--- config.mk ---
export PLATFORM = sky130hd
export DESIGN_NAME = gf180mcu_fd_sc_mcu9t5v0__or_tree_pipe
export DESIGN_NICKNAME = d
export VERILOG_FILES = /design/src/rtl/gf180mcu_fd_sc_mcu9t5v0__or_tree_pkg.sv /design/src/rtl/gf180mcu_fd_sc_mcu9t5v0__or_tree_lvl.sv /design/src/rtl/gf180mcu_fd_sc_mcu9t5v0__or_tree_pipe.sv
export SDC_FILE = /design/constraint.sdc
export NUM_CORES = 1
export LEC_CHECK = 0
export BUFFER_PORTS_ARGS = -buffer_cell sky130_fd_sc_hd__buf_2
export CAP_MARGIN = 20
export CORE_AREA = 2 2 39 41
export CTS_CLUSTER_DIAMETER = 150
export CTS_CLUSTER_SIZE = 30
export DETAILED_ROUTE_END_ITERATION = 8
export DIE_AREA = 0 0 41 43
export PLACE_DENSITY_LB_ADDON = 0.12
export SLEW_MARGIN = 20
export SYNTH_ARGS = -nofsm -noshare
export SYNTH_HDL_FRONTEND = slang
export SYNTH_SLANG_ARGS = --single-unit
export TNS_END_PERCENT = 5
--- constraint.sdc ---
create_clock -name CLK -period 1.35 [get_ports CLK]
set_clock_uncertainty 0.2 [all_clocks]
set_input_delay 0.0675 -clock CLK [delete_from_list [all_inputs] [get_ports CLK]]
set_output_delay 0.0675 -clock CLK [all_outputs]
set_load 0.05 [all_outputs]
--- src/rtl/gf180mcu_fd_sc_mcu9t5v0__or_tree_pkg.sv ---
// Shared constants and helpers for the pipelined wide-OR reduction tree.
//   OR_TREE_FANIN     : inputs per OR group at every tree level
//   OR_TREE_MAX_WIDTH : largest supported WIDTH
//   clog4(n)          : ceil(log4(n)), never less than 1
package gf180mcu_fd_sc_mcu9t5v0__or_tree_pkg;

  localparam int unsigned OR_TREE_FANIN     = 4;
  localparam int unsigned OR_TREE_MAX_WIDTH = 256;

  // Loop is bounded so it stays a legal constant function for any input.
  function automatic int unsigned clog4(input int unsigned n);
    int unsigned l;
    int unsigned cap;
    l   = 1;
    cap = OR_TREE_FANIN;
    for (int i = 0; i < 16; i++) begin
      if (cap < n) begin
        cap = cap * OR_TREE_FANIN;
        l   = l + 1;
      end
    end
    return l;
  endfunction

endpackage

--- src/rtl/gf180mcu_fd_sc_mcu9t5v0__or_tree_lvl.sv ---
// One registered level of the OR tree: each output bit is the OR of four
// adjacent input bits, captured every cycle.
// Ports:
//   CLK : rising-edge clock
//   RN  : synchronous active-low reset, clears Q
//   D   : NIN level inputs (NIN must be a multiple of 4)
//   Q   : NIN/4 registered group ORs
module gf180mcu_fd_sc_mcu9t5v0__or_tree_lvl
  import gf180mcu_fd_sc_mcu9t5v0__or_tree_pkg::*;
#(
  parameter int unsigned NIN = 4
) (
  input  logic                           CLK,
  input  logic                           RN,
  input  logic [NIN-1:0]                 D,
  output logic [NIN/OR_TREE_FANIN-1:0]   Q
);

  localparam int unsigned NOUT = NIN / OR_TREE_FANIN;

  logic [NOUT-1:0] w_or;
  logic [NOUT-1:0] r_q;

  // OR4 groups
  always_comb begin
    w_or = '0;
    for (int unsigned g = 0; g < NOUT; g++) begin
      w_or[g] = |D[g*OR_TREE_FANIN +: OR_TREE_FANIN];
    end
  end

  // Free-running level register
  always_ff @(posedge CLK) begin
    if (!RN) begin
      r_q <= '0;
    end else begin
      r_q <= w_or;
    end
  end

  assign Q = r_q;

endmodule

--- src/rtl/gf180mcu_fd_sc_mcu9t5v0__or_tree_pipe.sv ---
// Pipelined wide-OR reduction: WIDTH inputs reduced through LEVELS registered
// OR4 levels, with a valid tag shifted alongside the data.
// Optional feature macro: GF180MCU_FD_SC_MCU9T5V0__OR_TREE_STICKY_EN
//   adds CLR and a sticky stage after the tree (latency LEVELS+1).
// Ports:
//   CLK : rising-edge clock
//   RN  : synchronous active-low reset, clears all levels and tags
//   CLR : (sticky build only) synchronous active-high sticky clear
//   VI  : input-valid tag for A
//   A   : WIDTH OR operands
//   Z   : registered OR of A (or sticky result)
//   ZV  : valid tag aligned with Z
module gf180mcu_fd_sc_mcu9t5v0__or_tree_pipe
  import gf180mcu_fd_sc_mcu9t5v0__or_tree_pkg::*;
#(
  parameter int unsigned WIDTH = 16
) (
  input  logic             CLK,
  input  logic             RN,
`ifdef GF180MCU_FD_SC_MCU9T5V0__OR_TREE_STICKY_EN
  input  logic             CLR,
`endif
  input  logic             VI,
  input  logic [WIDTH-1:0] A,
  output logic             Z,
  output logic             ZV
);

  localparam int unsigned LEVELS = clog4(WIDTH);
  localparam int unsigned PADW   = 32'(4**LEVELS);
  // All levels packed smallest-first: the level of width 4^m sits at offset
  // (4^m-1)/3, so the final 1-bit level is bit 0 and the padded input is on top.
  localparam int unsigned TOTAL  = (4*PADW - 1) / 3;

  logic [TOTAL-1:0]  w_tree;
  logic [LEVELS-1:0] r_v;
  logic              w_z;
  logic              w_zv;

  // Level 0: operands zero-padded to 4^LEVELS bits
  assign w_tree[(PADW-1)/3 +: PADW] = PADW'(A);

  genvar k;
  generate
    for (k = 1; k <= LEVELS; k++) begin : g_lvl
      localparam int unsigned M       = LEVELS - k;
      localparam int unsigned NOUT    = 32'(4**M);
      localparam int unsigned NIN     = 4 * NOUT;
      localparam int unsigned OUT_OFF = (NOUT - 1) / 3;
      localparam int unsigned IN_OFF  = (NIN - 1) / 3;

      gf180mcu_fd_sc_mcu9t5v0__or_tree_lvl #(
        .NIN (NIN)
      ) u_lvl (
        .CLK (CLK),
        .RN  (RN),
        .D   (w_tree[IN_OFF +: NIN]),
        .Q   (w_tree[OUT_OFF +: NOUT])
      );
    end
  endgenerate

  // Valid shift chain, one stage per tree level
  always_ff @(posedge CLK) begin
    if (!RN) begin
      r_v <= '0;
    end else begin
      r_v[0] <= VI;
      for (int unsigned i = 1; i < LEVELS; i++) begin
        r_v[i] <= r_v[i-1];
      end
    end
  end

  assign w_z  = w_tree[0];
  assign w_zv = r_v[LEVELS-1];

`ifdef GF180MCU_FD_SC_MCU9T5V0__OR_TREE_STICKY_EN
  logic r_s;
  logic r_sv;

  // Sticky capture: a new qualified 1 wins over a coincident clear
  always_ff @(posedge CLK) begin
    if (!RN) begin
      r_s  <= 1'b0;
      r_sv <= 1'b0;
    end else begin
      r_s  <= (r_s & ~CLR) | (w_zv & w_z);
      r_sv <= w_zv;
    end
  end

  assign Z  = r_s;
  assign ZV = r_sv;
`else
  assign Z  = w_z;
  assign ZV = w_zv;
`endif

endmodule
=== After elaboration in Yosys (flattened, before gate mapping) ===
Index checks and enable logic that the tools add are counted.
W data, S select, Z words.

* Bits in registers: 7
* Input bits: 19
* Output and inout port bits: 2
* Word-level logic and storage cells: 8

* Reduce and logical (&&, ||, !) cells: 5

{| class="wikitable"
|+ Operators by type and width
! operator !! count
|-
| $reduce_or A4 Y1 || 5
|}

=== Logic depth before layout (Yosys ltp) ===
* Word-level depth: 1
* Depth in mapped cells: 1
* Gate-level depth less buffers: 1

=== By module ===
Synthesis repeated with hierarchy kept, for this count alone.

* Cell total of the unflattened synthesis: 14
* Area, all modules: 209.0 um^2

{| class="wikitable"
|+ Modules (own cells, without submodules)
! module !! times used !! cells an instance !! area each (um^2) !! sequential area each (um^2)
|-
| gf180mcu_fd_sc_mcu9t5v0__or_tree_lvl at g_lvl[1].u_lvl || 1 || 8 || 125.1 || 80.1
|-
| gf180mcu_fd_sc_mcu9t5v0__or_tree_pipe || 1 || 4 || 52.6 || 40.0
|-
| gf180mcu_fd_sc_mcu9t5v0__or_tree_lvl at g_lvl[2].u_lvl || 1 || 2 || 31.3 || 20.0
|}

=== Worst setup path before layout ===
No wires, ideal clock.

* Path type: reg2reg
* Start point: reg g_lvl[1].u_lvl.r_q[1]
* End point: reg g_lvl[2].u_lvl.r_q
* Library setup time: 0.125 ns
* Data arrival time: 0.662 ns
* Data required time: 1.025 ns
* Path slack: 0.363 ns
* Cell stages (with the launch flop): 2
* Buffers on the path: 0
* Period minus slack after synthesis: 0.987 ns
* Path through: dfxtp_1 o41a_1

* Longest elaborated chain between the ends: 1

{| class="wikitable"
|+ RTL lines
! what !! RTL line !! source
|-
| start, declared || gf180mcu_fd_sc_mcu9t5v0__or_tree_lvl.sv:22 || <nowiki>logic [NOUT-1:0] r_q;</nowiki>
|-
| start signal, assigned || gf180mcu_fd_sc_mcu9t5v0__or_tree_lvl.sv:37 || <nowiki>r_q <= w_or;</nowiki>
|-
| $reduce_or A4 Y1 || gf180mcu_fd_sc_mcu9t5v0__or_tree_lvl.sv:28 || <nowiki>w_or[g] = |D[g*OR_TREE_FANIN +: OR_TREE_FANIN];</nowiki>
|-
| end signal, assigned || gf180mcu_fd_sc_mcu9t5v0__or_tree_lvl.sv:37 ||
|-
| end, declared || gf180mcu_fd_sc_mcu9t5v0__or_tree_lvl.sv:22 ||
|}

No other way between the ends.
A chain may end at the register's enable or synchronous reset.

=== Worst setup path in the final report ===
* Start point: in A[13]
* End point: reg g_lvl[1].u_lvl.r_q[3]

* Longest elaborated chain between the ends: 1

{| class="wikitable"
|+ RTL lines
! what !! RTL line !! source
|-
| start, declared || gf180mcu_fd_sc_mcu9t5v0__or_tree_pipe.sv:24 || <nowiki>input logic [WIDTH-1:0] A,</nowiki>
|-
| $reduce_or A4 Y1 || gf180mcu_fd_sc_mcu9t5v0__or_tree_lvl.sv:28 ||
|}

No other way between the ends.

==> insert_results.sql <==
INSERT INTO impl_metrics (metric_group, metric, value, unit) VALUES
('floorplan', 'floorplan.io_pins', '21', ''),
('detailed_routing', 'post-route-drc-count', '0', ''),
('grt', 'grt_start_max_net_pins', '8', ''),
('timing', 'grt_setup_unrepaired', 'false', ''),
('cells_and_area', 'nFillCells', '145', ''),
('critical_path', 'critPathCaptureType', 'flip-flop', ''),
('cells_and_area', 'most-common-layout-cells', 'sky130_fd_sc_hd__buf_2 (20), sky130_fd_sc_hd__dlygate4sd3_1 (18), sky130_fd_sc_hd__dfxtp_1 (7), sky130_fd_sc_hd__o41a_1 (5), sky130_fd_sc_hd__clkbuf_4 (3)', ''),
('cts', 'clk_pin_slew_worst_paths', '0.06', 'ns'),
('cells_and_area', 'post_route_non_filler_standard_cell_count', '72', ''),
('cts', 'post-cts-setup-buffer-count', '0', ''),
('cells_and_area', 'area_growth', '157', '%'),
('grt', 'grt_first_pass_wirelength', '966', 'um'),
('placed_design', 'place_congestion', '0.532', ''),
('critical_path', 'slowest_stage_cell_on_the_critical_path', 'sky130_fd_sc_hd__dlygate4sd3_1', ''),
('run_status', 'status', 'complete, no violations', ''),
('cts', 'hold_buffers', '18', ''),
('critical_path', 'worstPathCellList', 'dlygate4sd3_1 -> buf_2 -> o41a_1', ''),
('placed_design', 'buffer_ports.inserted', '20', ''),
('critical_path', 'max_stage_delay', '0.52', 'ns'),
('detailed_routing', 'postRouteAntennaNets', '0', ''),
('cells_and_area', 'final_nets', '76', ''),
('cts', 'tritoncts', 'done', ''),
('detailed_routing', 'drt_pre_antenna_iters', '2', ''),
('critical_path', 'worst-r2r-cell-count', '1', ''),
('logic_synthesis', 'synth_area', '209', 'um^2'),
('timing', 'worstMarginPinSlew', '0.249', 'ns'),
('critical_path', 'critPathTopFamily', 'buffers and inverters', ''),
('placed_design', 'dp_slack', '0.350', 'ns'),
('floorplan', 'chipWidth', '41', 'um'),
('logic_synthesis', 'synth.lib_cells_used.distinct', '3', ''),
('grt', 'grt_pass1_vias', '247', ''),
('cells_and_area', 'final_common_cell', 'sky130_fd_sc_hd__buf_2', ''),
('pwr', 'worst_ir_drop_vdd', '0.000310', 'V'),
('logic_synthesis', 'yosys-top-cells-area', 'sky130_fd_sc_hd__dfxtp_1 (67%), sky130_fd_sc_hd__o41a_1 (27%), sky130_fd_sc_hd__and2_1 (6.0%)', ''),
('critical_path', 'reg2reg_setup_slack', '0.35', 'ns'),
('timing', 'period_needed', '1.18', 'ns'),
('cells_and_area', 'antenna_cells_inserted', '0', ''),
('critical_path', 'setup.worst_path.start_class', 'input pin', ''),
('logic_synthesis', 'synth_top_area_frac', '0.671', ''),
('cts', 'cts_made_buffers', '3', ''),
('logic_synthesis', 'synthMuxAreaShare', '0', ''),
('grt', 'overflow', '0', ''),
('logic_synthesis', 'syn_area_per_cell', '14.9', 'um^2'),
('cells_and_area', 'fraction_of_layout_instances_using_a_drive_strength_above_1', '0.429', ''),
('critical_path', 'r2r-end', 'g_lvl[2].u_lvl.Q', ''),
('floorplan', 'placement_rows', '14', ''),
('critical_path', 'path_class', 'in2reg', ''),
('critical_path', 'crit_required', '1.28', 'ns'),
('cts', 'postCtsResizedCells', '0', ''),
('min_path', 'hold_path_class', 'reg2reg', ''),
('timing', 'timing.max_slew.rel_slack', '0.835', ''),
('floorplan', 'floorplan.core_area', '1380', 'um^2'),
('logic_synthesis', 'yosys.area_share.adder', '0', ''),
('critical_path', 'critical_path_buf_inv_count', '2', ''),
('pwr', 'power.density', '928', 'nW/um^2'),
('timing', 'setup_viol', '0', ''),
('pwr', 'power_leakage', '0.244', 'nW'),
('timing', 'tns_setup', '0', 'ns'),
('logic_synthesis', 'mappedNetlistNets', '33', ''),
('min_path', 'hp-start', 'r_v[0]', ''),
('job', 'cap_viol_max_count', '0', ''),
('floorplan', 'die-height', '43', 'um'),
('logic_synthesis', 'synth-warning-count', '0', ''),
('floorplan', 'floorplan_die_area', '1760', 'um^2'),
('critical_path', 'worstPathMaxFanout', '1', ''),
('logic_synthesis', 'syn-instance-count', '14', ''),
('detailed_routing', 'detail_route.iter0.violations', '1', ''),
('critical_path', 'arr_time_crit_path', '1.11', 'ns'),
('cts', 'numClockSinks', '7', ''),
('timing', 'slew_violations', '0', ''),
('detailed_routing', 'postRouteWirelength', '602', 'um');
[final cells by class]
type | count | area (um^2) | share of cell area
clock buffers | 3 | 22.5 | 0.0420
clock inverters | 1 | 5.00 | 0.00932
flip-flops and latches | 7 | 140 | 0.261
multi-input cells | 7 | 68.8 | 0.128
well taps | 16 | 20.0 | 0.0373
repair buffers | 38 | 280 | 0.522
[state kept, by name, indices dropped and copies added, names as in the netlist]
signal	cells
r_v	2
g_lvl.u_lvl.Q	5
[worst max path at each step]
stage / endpoint / from / cells past startpoint / slack (ns)
6_report: g_lvl[1].u_lvl.Q[3] / A[13] / 3 / 0.17
5_1_grt: g_lvl[1].u_lvl.Q[0] / A[3] / 3 / 0.16
4_1_cts: g_lvl[1].u_lvl.Q[3] / A[13] / 3 / 0.18
3_5_place_dp: g_lvl[2].u_lvl.Q / g_lvl[1].u_lvl.Q[1] / 1 / 0.35
3_3_place_gp: g_lvl[2].u_lvl.Q / g_lvl[1].u_lvl.Q[1] / 1 / 0.35
2_1_floorplan: g_lvl[2].u_lvl.Q / g_lvl[1].u_lvl.Q[1] / 1 / 0.36
[through the flow]
step	instance area (um^2)	hold slack, ns	total power [W]
floorplan	209	-0.0108	0.000247
global placement	329	0.0764	0.000278
global route	537	0.257	0.000540
detailed placement	329	0.0793	0.000279
CTS	537	0.233	0.000511
finish	537	0.230	0.000498
[power by group]
part | internal [W] | switching (W)
sequential | 0.000219 | 0.00000264
combinational | 0.0000616 | 0.0000300
clock | 0.000108 | 0.0000765
[layer usage]
metal | wire length, um | global-route usage
met5 | 0 | 0
met4 | 0 | 0.120
met3 | 29 | 0.0471
met2 | 355 | 0.131
met1 | 217 | 0.0806
[cells by family (layout without fill, tap and decap cells)]
kind of cell,Yosys count,in the layout
buf+inv,0,42
flops,7,7
simple gates,2,2
compound gates,5,5
[cell usage after synthesis]
master	number
sky130_fd_sc_hd__o41a_1	5
sky130_fd_sc_hd__dfxtp_1	7
sky130_fd_sc_hd__and2_1	2
(Power assumes the default switching activity.)
